===== config.mk =====
export PLATFORM = sky130hd
export DESIGN_NAME = pwm_capture
export DESIGN_NICKNAME = d
export VERILOG_FILES = /design/src/rtl/pwm_capture.sv
export SDC_FILE = /design/constraint.sdc
export NUM_CORES = 1
export LEC_CHECK = 0
export ABC_AREA = 1
export ABC_CLOCK_PERIOD_IN_PS = 2300
export CAP_MARGIN = 5
export CORE_ASPECT_RATIO = 0.9
export CORE_MARGIN = 5
export CORE_UTILIZATION = 55
export DETAILED_ROUTE_END_ITERATION = 8
export PLACE_DENSITY = 0.77
export SYNTH_ARGS = -nofsm -noshare
export SYNTH_HDL_FRONTEND = slang
export SYNTH_SLANG_ARGS = --single-unit

===== constraint.sdc =====
create_clock -name i_clk -period 2.3 [get_ports i_clk]
set_input_delay 0.23 -clock i_clk [delete_from_list [all_inputs] [get_ports i_clk]]
set_output_delay 0.23 -clock i_clk [all_outputs]
set_load 0.05 [all_outputs]

===== src/rtl/pwm_capture.sv =====
// Measures high time and rise-to-rise period of an asynchronous PWM input in clock cycles,
// flagging inputs that stay high or low long enough to saturate the edge counter.
module pwm_capture #(
  parameter int CNT_W       = 13,
  parameter int SYNC_STAGES = 2
) (
  input  logic             i_clk,
  input  logic             i_rst_n,
  input  logic             i_en,
  input  logic             i_pwm_in,
  output logic [CNT_W-1:0] o_high_cnt,
  output logic [CNT_W-1:0] o_period_cnt,
  output logic             o_meas_valid,
  output logic             o_stuck_high,
  output logic             o_stuck_low
);

  localparam logic [CNT_W-1:0] CNT_MAX = '1;

  typedef enum logic [1:0] {ST_ARM, ST_HIGH, ST_LOW} state_t;

  logic [SYNC_STAGES-1:0] r_sync;
  logic                   r_pwm_d;
  state_t                 r_state;
  logic [CNT_W-1:0]       r_run_cnt;
  logic [CNT_W-1:0]       r_hi_tmp;
  logic [CNT_W-1:0]       r_high_cnt;
  logic [CNT_W-1:0]       r_period_cnt;
  logic                   r_meas_valid;
  logic                   r_stuck_high;
  logic                   r_stuck_low;

  logic                   w_pwm_s;
  logic                   w_rise;
  logic                   w_fall;
  logic                   w_sat;
  logic [CNT_W-1:0]       w_run_inc;
  logic [CNT_W:0]         w_period_sum;
  logic [CNT_W-1:0]       w_period;

  state_t                 w_state_nxt;
  logic [CNT_W-1:0]       w_run_nxt;
  logic [CNT_W-1:0]       w_hi_tmp_nxt;
  logic [CNT_W-1:0]       w_high_nxt;
  logic [CNT_W-1:0]       w_period_nxt;
  logic                   w_meas_nxt;
  logic                   w_sh_nxt;
  logic                   w_sl_nxt;

  assign w_pwm_s   = r_sync[SYNC_STAGES-1];
  assign w_rise    = w_pwm_s & ~r_pwm_d;
  assign w_fall    = ~w_pwm_s & r_pwm_d;
  assign w_sat     = (r_run_cnt == CNT_MAX);
  assign w_run_inc = w_sat ? CNT_MAX : r_run_cnt + CNT_W'(1);

  // run_cnt restarts at the fall, so the period is high time plus low time, clamped
  assign w_period_sum = {1'b0, r_hi_tmp} + {1'b0, r_run_cnt};
  assign w_period     = w_period_sum[CNT_W] ? CNT_MAX : w_period_sum[CNT_W-1:0];

  always_comb begin
    w_state_nxt  = r_state;
    w_run_nxt    = w_run_inc;
    w_hi_tmp_nxt = r_hi_tmp;
    w_high_nxt   = r_high_cnt;
    w_period_nxt = r_period_cnt;
    w_meas_nxt   = 1'b0;
    w_sh_nxt     = r_stuck_high & ~w_fall;
    w_sl_nxt     = r_stuck_low & ~w_rise;
    if (!i_en) begin
      w_state_nxt = ST_ARM;
      w_run_nxt   = '0;
      w_sh_nxt    = 1'b0;
      w_sl_nxt    = 1'b0;
    end else begin
      case (r_state)
        ST_ARM: begin
          // While armed and high (e.g. after stuck-high) only a low level may time out
          if (w_rise) begin
            w_state_nxt = ST_HIGH;
            w_run_nxt   = CNT_W'(1);
          end else if (w_pwm_s) begin
            w_run_nxt = '0;
          end else if (w_sat) begin
            w_sl_nxt = 1'b1;
          end
        end
        ST_HIGH: begin
          if (w_fall) begin
            w_hi_tmp_nxt = r_run_cnt;
            w_run_nxt    = CNT_W'(1);
            w_state_nxt  = ST_LOW;
          end else if (w_sat) begin
            w_sh_nxt    = 1'b1;
            w_run_nxt   = '0;
            w_state_nxt = ST_ARM;
          end
        end
        ST_LOW: begin
          if (w_rise) begin
            w_high_nxt   = r_hi_tmp;
            w_period_nxt = w_period;
            w_meas_nxt   = 1'b1;
            w_run_nxt    = CNT_W'(1);
            w_state_nxt  = ST_HIGH;
          end else if (w_sat) begin
            w_sl_nxt    = 1'b1;
            w_state_nxt = ST_ARM;
          end
        end
        default: begin
          w_state_nxt = ST_ARM;
          w_run_nxt   = '0;
        end
      endcase
    end
  end

  always_ff @(posedge i_clk or negedge i_rst_n) begin
    if (!i_rst_n) begin
      r_sync       <= '0;
      r_pwm_d      <= 1'b0;
      r_state      <= ST_ARM;
      r_run_cnt    <= '0;
      r_hi_tmp     <= '0;
      r_high_cnt   <= '0;
      r_period_cnt <= '0;
      r_meas_valid <= 1'b0;
      r_stuck_high <= 1'b0;
      r_stuck_low  <= 1'b0;
    end else begin
      r_sync       <= {r_sync[SYNC_STAGES-2:0], i_pwm_in};
      r_pwm_d      <= w_pwm_s;
      r_state      <= w_state_nxt;
      r_run_cnt    <= w_run_nxt;
      r_hi_tmp     <= w_hi_tmp_nxt;
      r_high_cnt   <= w_high_nxt;
      r_period_cnt <= w_period_nxt;
      r_meas_valid <= w_meas_nxt;
      r_stuck_high <= w_sh_nxt;
      r_stuck_low  <= w_sl_nxt;
    end
  end

  assign o_high_cnt   = r_high_cnt;
  assign o_period_cnt = r_period_cnt;
  assign o_meas_valid = r_meas_valid;
  assign o_stuck_high = r_stuck_high;
  assign o_stuck_low  = r_stuck_low;

endmodule


# After elaboration in Yosys (flattened, before gate mapping)
# Cells that the tools add are included.
# totals
regBits,60
output_inout_bits,29
input_bits,4
elab_cells,55
# classes
add_sub_neg,2
n_reduce_logical,3
n_mux,28
eq_ne,4
n_bitwise,8
# ops
operator,n
$mux 13,8
$pmux 13 s3,1
$add 13x13->14,1
$add 13x1->13 const B,1
$eq 13x13->1 const B,1
$mux 1,12
$mux 2,5
$pmux 2 s3,1
$reduce_and 3->1,2
$and 1x1->1,4
$not 1->1,4
$ne 3x3->1 const B,1
$eq 2x1->1 const B,1
$eq 2x2->1 const B,1
$logic_not 2->1,1
$pmux 1 s2,1

# Depth between registers and ports, before layout
# Gate-level depths: netlist of the first run.
# depth
ltp_word,9
depth_mapped,11
depth_no_buf,11

# Worst setup path before layout of the first run
# OpenSTA, ideal clock, no wires.
# synth_path
path_kind,reg-to-reg
startpoint,register r_run_cnt[0]
endpoint,"register r_period_cnt[8], in the netlist o_period_cnt[8]"
synth_period_minus_slack_ns,1.709
setup_slack_ns,0.591
path_stages_with_launch,12
t_arrival_ns,1.637
path_buffers,0
setup_ns,0.072
path_cell_list,dfrtp_1 > ha_1 > inv_1 > fa_1 > inv_1 > nand3_1 > nand3_1 > nand2_1 > nand2_1 > xor2_1 > nor2_1 > nor2_1
# synth_between
elab_chain_len,2
# synth_rtl
item,line,text
start: declaration,25,logic [CNT_W-1:0] r_run_cnt;
start signal: assignment,134,r_run_cnt <= w_run_nxt;
$add 13x13->14,57,"assign w_period_sum = {1'b0, r_hi_tmp} + {1'b0, r_run_cnt};"
$mux 13,58,assign w_period = w_period_sum[CNT_W] ? CNT_MAX : w_period_sum[CNT_W-1:0];
end signal: assignment,137,r_period_cnt <= w_period_nxt;
end: declaration,28,logic [CNT_W-1:0] r_period_cnt;
# Every way passes these cells.
# A chain may end at the register's enable or synchronous reset.

# Worst setup path after layout of the first run
# Ends and elaborated chain as after synthesis.

==> impl_metrics.py, run 1 <==
metrics = {
    "critical_path": {
        "crit_path_end_kind": "register",
        "cp.required_ns": 2.57,
        "crit_type": "reg2reg",
        "critPathLaunchType": "register",
        "path_max_fanout": 4,
        "arrival_ns": 2.40,
    },
    "sta": {
        "setup_viol": 0,
        "period_share": 0.926,
        "max_slew_margin": 0.577,
        "maxSlewViolCount": 0,
        "rsz0062_at_grt": "false",
        "tightest_slew_ns": 0.635,
        "setup_tns_ns": 0,
        "max_freq_ghz": 0.469,
        "hold_viol_final": 0,
        "skew_ns": 0.00714,
        "fin_ws_ns": 0.169,
        "finalCriticalPeriod_ns": 2.13,
        "hold_ws_ns": 0.324,
    },
    "final_layout": {
        "drive_gt1_frac": 0.0928,
        "fin_util": 0.663,
        "finalNonFillerCells": 557,
        "seqCellArea_um2": 1500,
        "n_antenna_cell": 0,
        "fill_cells": 520,
        "areaGrowthSynthToFinish_pct": 18.9,
        "fin_nets": 499,
        "multi_input_area_um2": 1560,
    },
    "pwr": {
        "power.leakage_uw": 0.00205,
        "peakVddDrop_mv": 0.505,
        "p_per_area_nw_per_um2": 854,
    },
    "placement": {
        "dp_cells": 540,
        "pre_cts_ws_ns": 0.227,
        "gp_congestion": 0.984,
        "post-dp-hpwl_um": 5700,
        "numPortBuffers": 32,
    },
    "route": {
        "remaining_drc_errors": 0,
        "wl_per_cell_um": 13.3,
        "ant_nets": 0,
        "routed_wl_um": 7380,
        "first_pass_iters": 4,
        "vias": 2813,
        "vias_per_cell": 5.05,
        "drt_iter0_drc": 157,
    },
    "clock_tree": {
        "htree_num_levels": 3,
        "cts_buffer_depth": 2,
        "cts_tree": "yes",
        "cts_buffers": 9,
        "cts.clk_slew.worst_paths_ns": 0.07,
        "cts_sinks": 60,
        "cts_resized": 0,
        "cts_hold_buf": 1,
        "clock_latency_ns": 0.34,
        "post_cts_buffers": 0,
        "cts-root-buf": "clkbuf_8",
    },
    "grt": {
        "track_usage": 0.214,
        "grt_pass1_wl_um": 13300,
        "grt.overflow.total": 0,
        "grt_max_degree": 34,
        "antenna_found_initial": 0,
        "grt_pass1_vias": 2840,
    },
    "logic_synthesis": {
        "synth_edf_count": 0,
        "ys_warn_count": 0,
        "synthFlopType": "dfrtp_1",
        "synth.top_cell.area_share": 0.445,
        "synth.area.mux_share": 0.00334,
        "ys_seq_area_frac": 0.445,
        "synth.distinct_cells": 31,
        "synth-seq-cells": 60,
        "syn_nets": 455,
        "synth_top_area_cell": "dfrtp_1",
        "synth_area_leaders": "dfrtp_1, nand2_1, inv_1, nor2_1, ha_1",
        "synth_compound_area_frac": 0.0843,
        "synth_top_family_by_area": "simple AND/OR/NAND/NOR gates",
        "synth-async-reset-ratio": 1.00,
        "synth_area_um2": 3370,
        "avgSynthCellArea_um2": 7.73,
        "postSynthCellCount": 436,
        "yosys.area_share.simple": 0.281,
        "synth-xor-area-share": 0.0364,
        "synthAdderAreaFrac": 0.0579,
    },
    "min_path": {
        "hold_path.class": "in2reg",
    },
    "floorplan": {
        "die_width_um": 92.5,
        "fp.dieH_um": 84.3,
        "ios": 33,
        "die_area_um2": 7800,
        "core_area_um2": 6050,
        "row_count": 27,
        "initial_core_util": 0.557,
    },
    "flow_run": {
        "maxCapViolations": 0,
    },
    "run_status": {
        "status": "complete, no violations",
    },
}
-- through the flow --
| stage | power (uW) | area, um^2 |
|---|---|---|
| floorplan | 2060 | 3370 |
| global placement | 2390 | 3780 |
| detailed placement | 2400 | 3780 |
| CTS | 3450 | 4010 |
| global route | 3610 | 4010 |
| finish | 3420 | 4010 |
-- critical path, cell delays in order, from the launching register on --
cell and delay, ns:
dfrtp_1 0.45, ha_1 0.22, inv_1 0.06, fa_1 0.41, inv_1 0.10, nand3_1 0.07, nand3_1 0.19, nand2_1 0.08
nand2_1 0.07, xor2_1 0.23, nor2_1 0.08, nor2_1 0.09
-- cell usage after synthesis, drive strengths merged (4+ instances only) --
| cell | count |
|---|---|
| buf | 7 |
| o21ai | 9 |
| xor2 | 8 |
| nor2 | 56 |
| nand4 | 6 |
| nor3 | 6 |
| dfrtp | 60 |
| ha | 14 |
| a21oi | 33 |
| xnor2 | 6 |
| inv | 66 |
| nand2 | 138 |
| nand3 | 16 |
| o21bai | 4 |
-- sequential cells by signal, summed over array words and instances, names as in the netlist, 2 cells and up --
name,flops
o_high_cnt,13
r_hi_tmp,13
o_period_cnt,13
r_state,2
r_sync,2
r_run_cnt,13
-- metal layers --
| metal | track usage | part of all wire | up-vias |
|---|---|---|---|
| met3 | 0.0600 | 0.056 | 17 |
| met1 | 0.283 | 0.47 | 1281 |
| met5 | 0 | 0 | - |
| li1 | - | - | 1446 |
| met2 | 0.340 | 0.46 | 69 |
| met4 | 0.0702 | 0.016 | 0 |
-- cell families (layout without fill, tap and decap cells) --
family | Yosys count | after routing
adder cells (fa/ha/maj) | 15 | 15
XOR/XNOR | 14 | 14
buffers and inverters | 73 | 122
AO/OA/AOI/OAI | 49 | 49
multiplexers | 1 | 1
AND/OR/NAND/NOR | 224 | 224
flip-flops | 60 | 60
-- final cells by class --
cell class                 instances  share of cell area
clock buffer                      11              0.0353
clock inverter                     5              0.0187
inverter                          66              0.0618
multi-input combinational        303               0.390
sequential                        60               0.375
tap                               72              0.0225
timing repair buffer              40              0.0974
-- cell usage in the layout (no fill, tap or decap), types with 2 or more instances in the layout --
cell type / instances
ha_1: 14
a21oi_2: 6
nor3_1: 4
o21bai_1: 4
xor2_1: 8
xnor2_1: 6
a21oi_1: 27
nand2_2: 3
clkbuf_8: 10
o21ai_0: 8
inv_2: 3
clkdlybuf4s50_1: 31
bufinv_16: 2
clkinv_2: 3
nand3_1: 13
nand3_2: 3
nand4_1: 5
nor2_1: 54
nor2_4: 2
buf_4: 6
nand2_1: 135
dfrtp_1: 60
inv_1: 63
-- worst paths after layout --
kind                                   start         endpoint  slack (ns)  cells past startpoint
worst max-delay path            r_run_cnt[0]  o_period_cnt[8]        0.17                     11
worst min-delay path                i_pwm_in        r_sync[0]        0.32                      1
worst max register to register  r_run_cnt[0]  o_period_cnt[8]        0.17                     11
worst min register to register     r_sync[0]        r_sync[1]        0.36                      0
max in group asynchronous            i_rst_n      r_hi_tmp[7]        1.26                      3
min in group asynchronous            i_rst_n  o_period_cnt[1]        0.44                      2
-- power by group --
group          internal (uW)  switching (uW)  leakage [uW]
Combinational            355             690       0.00118
Clock                    634             403      0.000113
Sequential              1220             122      0.000763
(Power assumes the default switching activity.)
==> run 2, diff against run 1 <==
--- a/config.mk
+++ b/config.mk
@@ -10,9 +10,10 @@
 export CAP_MARGIN = 5
 export CORE_ASPECT_RATIO = 0.9
 export CORE_MARGIN = 5
-export CORE_UTILIZATION = 55
+export CORE_UTILIZATION = 30
 export DETAILED_ROUTE_END_ITERATION = 8
-export PLACE_DENSITY = 0.77
+export GPL_ROUTABILITY_DRIVEN = 0
+export SLEW_MARGIN = 30
 export SYNTH_ARGS = -nofsm -noshare
 export SYNTH_HDL_FRONTEND = slang
 export SYNTH_SLANG_ARGS = --single-unit
==> impl_metrics.py, run 2 (same netlist as run 1, synthesis figures left out) <==
metrics = {
    "run_status": {
        "status": "complete, no violations",
    },
    "critical_path": {
        "critPathLaunchType": "register",
        "max_stage_delay_ns": 0.43,
        "cp.required_ns": 2.57,
        "cp_top_family": "adder cells",
        "crit_path_cell_trace": "ha_1, inv_1, fa_1, inv_1, nand3_1, nand3_1, nand2_1, nand2_1, xor2_1, nor2_1, nor2_1",
        "worst_path_max_delay_cell": "dfrtp_1",
        "worstSetupStartpoint": "r_hi_tmp[0]",
        "crit_path_end_kind": "register",
        "arrival_ns": 2.32,
        "crit_type": "reg2reg",
        "path_max_fanout": 4,
        "critPathBufInv": 2,
        "r2r_start": "r_hi_tmp[0]",
    },
    "grt": {
        "antenna_found_initial": 0,
        "grt_pass1_wl_um": 13700,
        "grt_max_degree": 32,
        "grt.overflow.total": 0,
        "track_usage": 0.128,
        "grt_pass1_vias": 2860,
    },
    "floorplan": {
        "initial_core_util": 0.309,
        "core_area_um2": 10900,
        "die_width_um": 122,
        "ios": 33,
        "die_area_um2": 13500,
        "fp.dieH_um": 111,
        "row_count": 36,
    },
    "pwr": {
        "pwr-share-seq": 0.369,
        "switching_power_uw": 1300,
        "p_per_area_nw_per_um2": 874,
        "power.internal_uw": 2330,
        "comb_power_share": 0.286,
        "peakVddDrop_mv": 0.306,
        "swShare": 0.358,
        "power.share.clock": 0.345,
        "power.leakage_uw": 0.00206,
    },
    "sta": {
        "max_slew_margin": 0.481,
        "maxSlewViolCount": 0,
        "hold_ws_ns": 0.341,
        "period_share": 0.891,
        "max_freq_ghz": 0.488,
        "setup_tns_ns": 0,
        "setup_viol": 0,
        "fin_ws_ns": 0.250,
        "tightest_slew_ns": 0.778,
        "hold_viol_final": 0,
        "finalCriticalPeriod_ns": 2.05,
        "skew_ns": 0.00599,
        "rsz0062_at_grt": "false",
    },
    "final_layout": {
        "drive_gt1_frac": 0.0909,
        "fin_nets": 498,
        "finalNonFillerCells": 636,
        "final_common_cell": "nand2_1",
        "n_antenna_cell": 0,
        "areaGrowthSynthToFinish_pct": 23.5,
        "final_cell_mix": "nand2_1, inv_1, dfrtp_1, nor2_1, clkdlybuf4s50_1",
    },
    "route": {
        "drt_iter0_drc": 201,
        "ant_nets": 0,
        "remaining_drc_errors": 0,
        "vias_per_cell": 4.44,
        "first_pass_iters": 4,
        "wl_per_cell_um": 12.5,
        "routed_wl_um": 7930,
        "vias": 2823,
    },
    "placement": {
        "pre_cts_ws_ns": 0.217,
        "dp_cells": 619,
        "numPortBuffers": 32,
        "post-dp-hpwl_um": 5940,
    },
    "flow_run": {
        "maxCapViolations": 0,
    },
    "clock_tree": {
        "cts_buffers": 9,
        "cts-root-buf": "clkbuf_16",
        "clock_latency_ns": 0.33,
        "cts.clk_slew.worst_paths_ns": 0.06,
        "cts_tree": "yes",
        "htree_num_levels": 3,
        "cts_buffer_depth": 2,
        "cts_sinks": 60,
    },
    "min_path": {
        "hold_path.class": "in2reg",
        "worstHoldStart": "i_pwm_in",
    },
}
==> run 2: cell types whose count changed in the layout (fill, tap and decap cells not counted) <==
cell        before  now
buf_4            6    5
bufinv_16        2    0
clkbuf_16        0    9
clkbuf_8        10    1
clkinv_2         3    1
clkinvlp_4       0    3
inv_6            0    1
==> run 2: through the flow <==
| step | cell area (um^2) | power [uW] | util |
|---|---|---|---|
| after floorplan | 3370 | 2060 | - |
| after global placement | 3870 | 2400 | 0.355 |
| after detailed placement | 3870 | 2410 | 0.355 |
| after CTS | 4160 | 3690 | 0.382 |
| after global routing | 4160 | 3830 | 0.382 |
| final | 4160 | 3640 | 0.382 |
==> run 2: path summary, 6_finish.rpt <==
kind | end | slack, ns | depth (start not counted)
max in group asynchronous | o_period_cnt[7] | 1.16 | 3
worst min register to register | r_sync[1] | 0.35 | 0
worst max-delay path | o_period_cnt[8] | 0.25 | 11
min in group asynchronous | r_run_cnt[7] | 0.51 | 2
worst min-delay path | r_sync[0] | 0.34 | 1
worst max register to register | o_period_cnt[8] | 0.25 | 11
==> run 2: area by class of cell <==
class / instances / area (um^2)
Fill cell: 1174 / 6740
Timing Repair Buffer: 39 / 383
Tap cell: 152 / 190
Inverter: 66 / 248
Sequential cell: 60 / 1500
Clock inverter: 5 / 36.3
Multi-Input combinational cell: 303 / 1560
Clock buffer: 11 / 243
==> run 2: power groups by stage <==
stage                     sequential [uW]  clock, uW  combinational, uW
final                                1340       1250               1040
after global routing                 1370       1330               1140
after CTS                            1350       1290               1050
after detailed placement             1370          0               1050
after global placement               1360          0               1040
after floorplan                      1660          0                397
==> run 2: layer usage <==
metal,wire (um),global-route usage,vias to the layer above
li1,-,-,1448
met1,3830,0.174,1315
met2,3600,0.197,49
met3,376,0.0317,11
met4,123,0.0463,0
met5,0,0,-
==> run 2: repair_timing <==
| action | CTS | global route |
|---|---|---|
| resized for setup | 0 | 0 |
| endpoints found under the hold margin | 1 | 0 |
| hold buffers | 1 | 0 |
| buffers inserted | 0 | 0 |
==> run 2: worst register-to-register path, cell delays in order (launching register included) <==
cell and delay (ns):
dfrtp_1 0.43, ha_1 0.24, inv_1 0.07, fa_1 0.40, inv_1 0.09, nand3_1 0.06, nand3_1 0.19, nand2_1 0.08
nand2_1 0.07, xor2_1 0.21, nor2_1 0.06, nor2_1 0.09
==> run 3, diff against run 2 <==
--- a/config.mk
+++ b/config.mk
@@ -10,7 +10,7 @@
 export CAP_MARGIN = 5
 export CORE_ASPECT_RATIO = 0.9
 export CORE_MARGIN = 5
-export CORE_UTILIZATION = 30
+export CORE_UTILIZATION = 42
 export DETAILED_ROUTE_END_ITERATION = 8
 export GPL_ROUTABILITY_DRIVEN = 0
 export SLEW_MARGIN = 30
==> impl_metrics.py, run 3 (same netlist as run 1, synthesis figures left out) <==
metrics = {
    "critical_path": {
        "crit_path_end_kind": "register",
        "crit_cells": 11,
        "critPathBufInv": 2,
        "rrSetupSlack_ns": 0.22,
        "path_max_fanout": 4,
        "arrival_ns": 2.36,
        "r2r_start": "r_run_cnt[0]",
        "critPathCapture": "o_period_cnt[8]",
        "worstSetupStartpoint": "r_run_cnt[0]",
        "cp_top_family": "adder cells",
        "reg2regPathDepth": 11,
        "max_stage_delay_ns": 0.43,
        "critPathLaunchType": "register",
        "cp.required_ns": 2.58,
        "crit_path_cell_trace": "ha_1, inv_1, fa_1, inv_1, nand3_1, nand3_1, nand2_1, nand2_1, xor2_1, nor2_1, nor2_1",
        "crit_type": "reg2reg",
        "worst_path_max_delay_cell": "dfrtp_1",
        "rr_endpoint": "o_period_cnt[8]",
    },
    "placement": {
        "pre_cts_ws_ns": 0.208,
        "numPortBuffers": 32,
        "placed_cell_area_um2": 3810,
        "post-dp-hpwl_um": 5860,
    },
    "floorplan": {
        "row_count": 31,
        "die_area_um2": 9920,
        "core_area_um2": 7950,
        "die_width_um": 104,
        "fp.dieH_um": 95.0,
        "initial_core_util": 0.424,
        "ios": 33,
    },
    "final_layout": {
        "n_antenna_cell": 0,
        "multi_input_area_um2": 1560,
        "final_cell_mix": "nand2_1, inv_1, dfrtp_1, nor2_1, clkdlybuf4s50_1",
        "fill_cells": 769,
        "drive_gt1_frac": 0.0871,
        "fin_nets": 498,
        "final_common_cell": "nand2_1",
        "postLayoutCellArea_um2": 4010,
        "seqCellArea_um2": 1500,
        "areaGrowthSynthToFinish_pct": 18.9,
    },
    "sta": {
        "max_slew_margin": 0.564,
        "period_share": 0.906,
        "maxSlewViolCount": 0,
        "finalCriticalPeriod_ns": 2.08,
        "skew_ns": 0.0143,
        "hold_ws_ns": 0.330,
        "setup_tns_ns": 0,
        "hold_viol_final": 0,
        "max_freq_ghz": 0.480,
        "fin_ws_ns": 0.216,
        "setup_viol": 0,
        "tightest_slew_ns": 0.654,
        "rsz0062_at_grt": "false",
    },
    "pwr": {
        "pwr-share-seq": 0.403,
        "p_per_area_nw_per_um2": 829,
        "power.share.clock": 0.285,
        "peakVddDrop_mv": 0.282,
        "finalPower_uw": 3320,
        "power.internal_uw": 2120,
        "switching_power_uw": 1200,
        "comb_power_share": 0.312,
        "swShare": 0.362,
        "power.leakage_uw": 0.00203,
    },
    "clock_tree": {
        "cts.clk_slew.worst_paths_ns": 0.07,
        "cts_tree": "yes",
        "post_cts_buffers": 0,
        "htree_num_levels": 3,
        "clock_latency_ns": 0.34,
        "cts_hold_buf": 1,
        "cts_sinks": 60,
        "cts-root-buf": "clkbuf_8",
        "cts_buffer_depth": 2,
        "cts_resized": 0,
        "cts_buffers": 9,
    },
    "route": {
        "routed_wl_um": 7730,
        "vias_per_cell": 4.84,
        "remaining_drc_errors": 0,
        "wl_met3_um": 301,
        "ant_nets": 0,
        "wl_met1_um": 3810,
        "drt_iter0_drc": 133,
        "wl_met2_um": 3490,
        "vias": 2810,
        "first_pass_iters": 4,
        "wl_per_cell_um": 13.3,
        "maxUsedRoutingLayer": "met4",
    },
    "min_path": {
        "min_path_cells": 1,
        "hold_path.class": "in2reg",
    },
    "grt": {
        "grt_pass1_wl_um": 13400,
        "antenna_found_initial": 0,
        "grt_max_degree": 33,
        "grt.overflow.total": 0,
        "track_usage": 0.168,
        "grt_pass1_vias": 2796,
    },
    "flow_run": {
        "maxCapViolations": 0,
    },
    "run_status": {
        "status": "complete, no violations",
    },
}
-- run 3: cell count changes in the layout (fill, tap and decap cells not counted), sizes merged --
cell      change
bufinv        +1
clkbuf        +1
clkinvlp      -3
inv           -1
-- run 3: power groups by stage --
| stage | logic [uW] | registers (uW) | clock network [uW] |
|---|---|---|---|
| 3_3_place_gp | 1040 | 1350 | 0 |
| 3_5_place_dp | 1040 | 1360 | 0 |
| 2_1_floorplan | 397 | 1660 | 0 |
| 5_1_grt | 1130 | 1370 | 1010 |
| 4_1_cts | 1050 | 1340 | 974 |
| 6_report | 1040 | 1340 | 948 |
-- run 3: worst min path at each step --
stage / from / to
floorplan: i_rst_n / o_high_cnt[0]
global placement: i_rst_n / o_period_cnt[6]
detailed placement: i_rst_n / o_period_cnt[8]
CTS: i_pwm_in / r_sync[0]
global route: i_pwm_in / r_sync[0]
finish: i_pwm_in / r_sync[0]
-- run 3: cell type report --
cell class	count	share of cell area
inverters	66	0.0618
clock buffers	12	0.0387
clock inverters	2	0.00874
multi-input cells	303	0.390
repair buffers	39	0.0955
flip-flops and latches	60	0.375
well taps	99	0.0309
-- run 3: per-layer routing --
layer / track usage / vias to the layer above
li1: - / 1437
met2: 0.272 / 52
met1: 0.219 / 1309
met4: 0.0626 / 0
met5: 0 / -
met3: 0.0431 / 12
-- run 3: through the flow --
| step | instances | util |
|---|---|---|
| final | 581 | 0.504 |
| after global routing | 581 | 0.504 |
| after CTS | 581 | 0.504 |
| after detailed placement | 566 | 0.479 |
| after global placement | 566 | 0.479 |
| after floorplan | 436 | - |
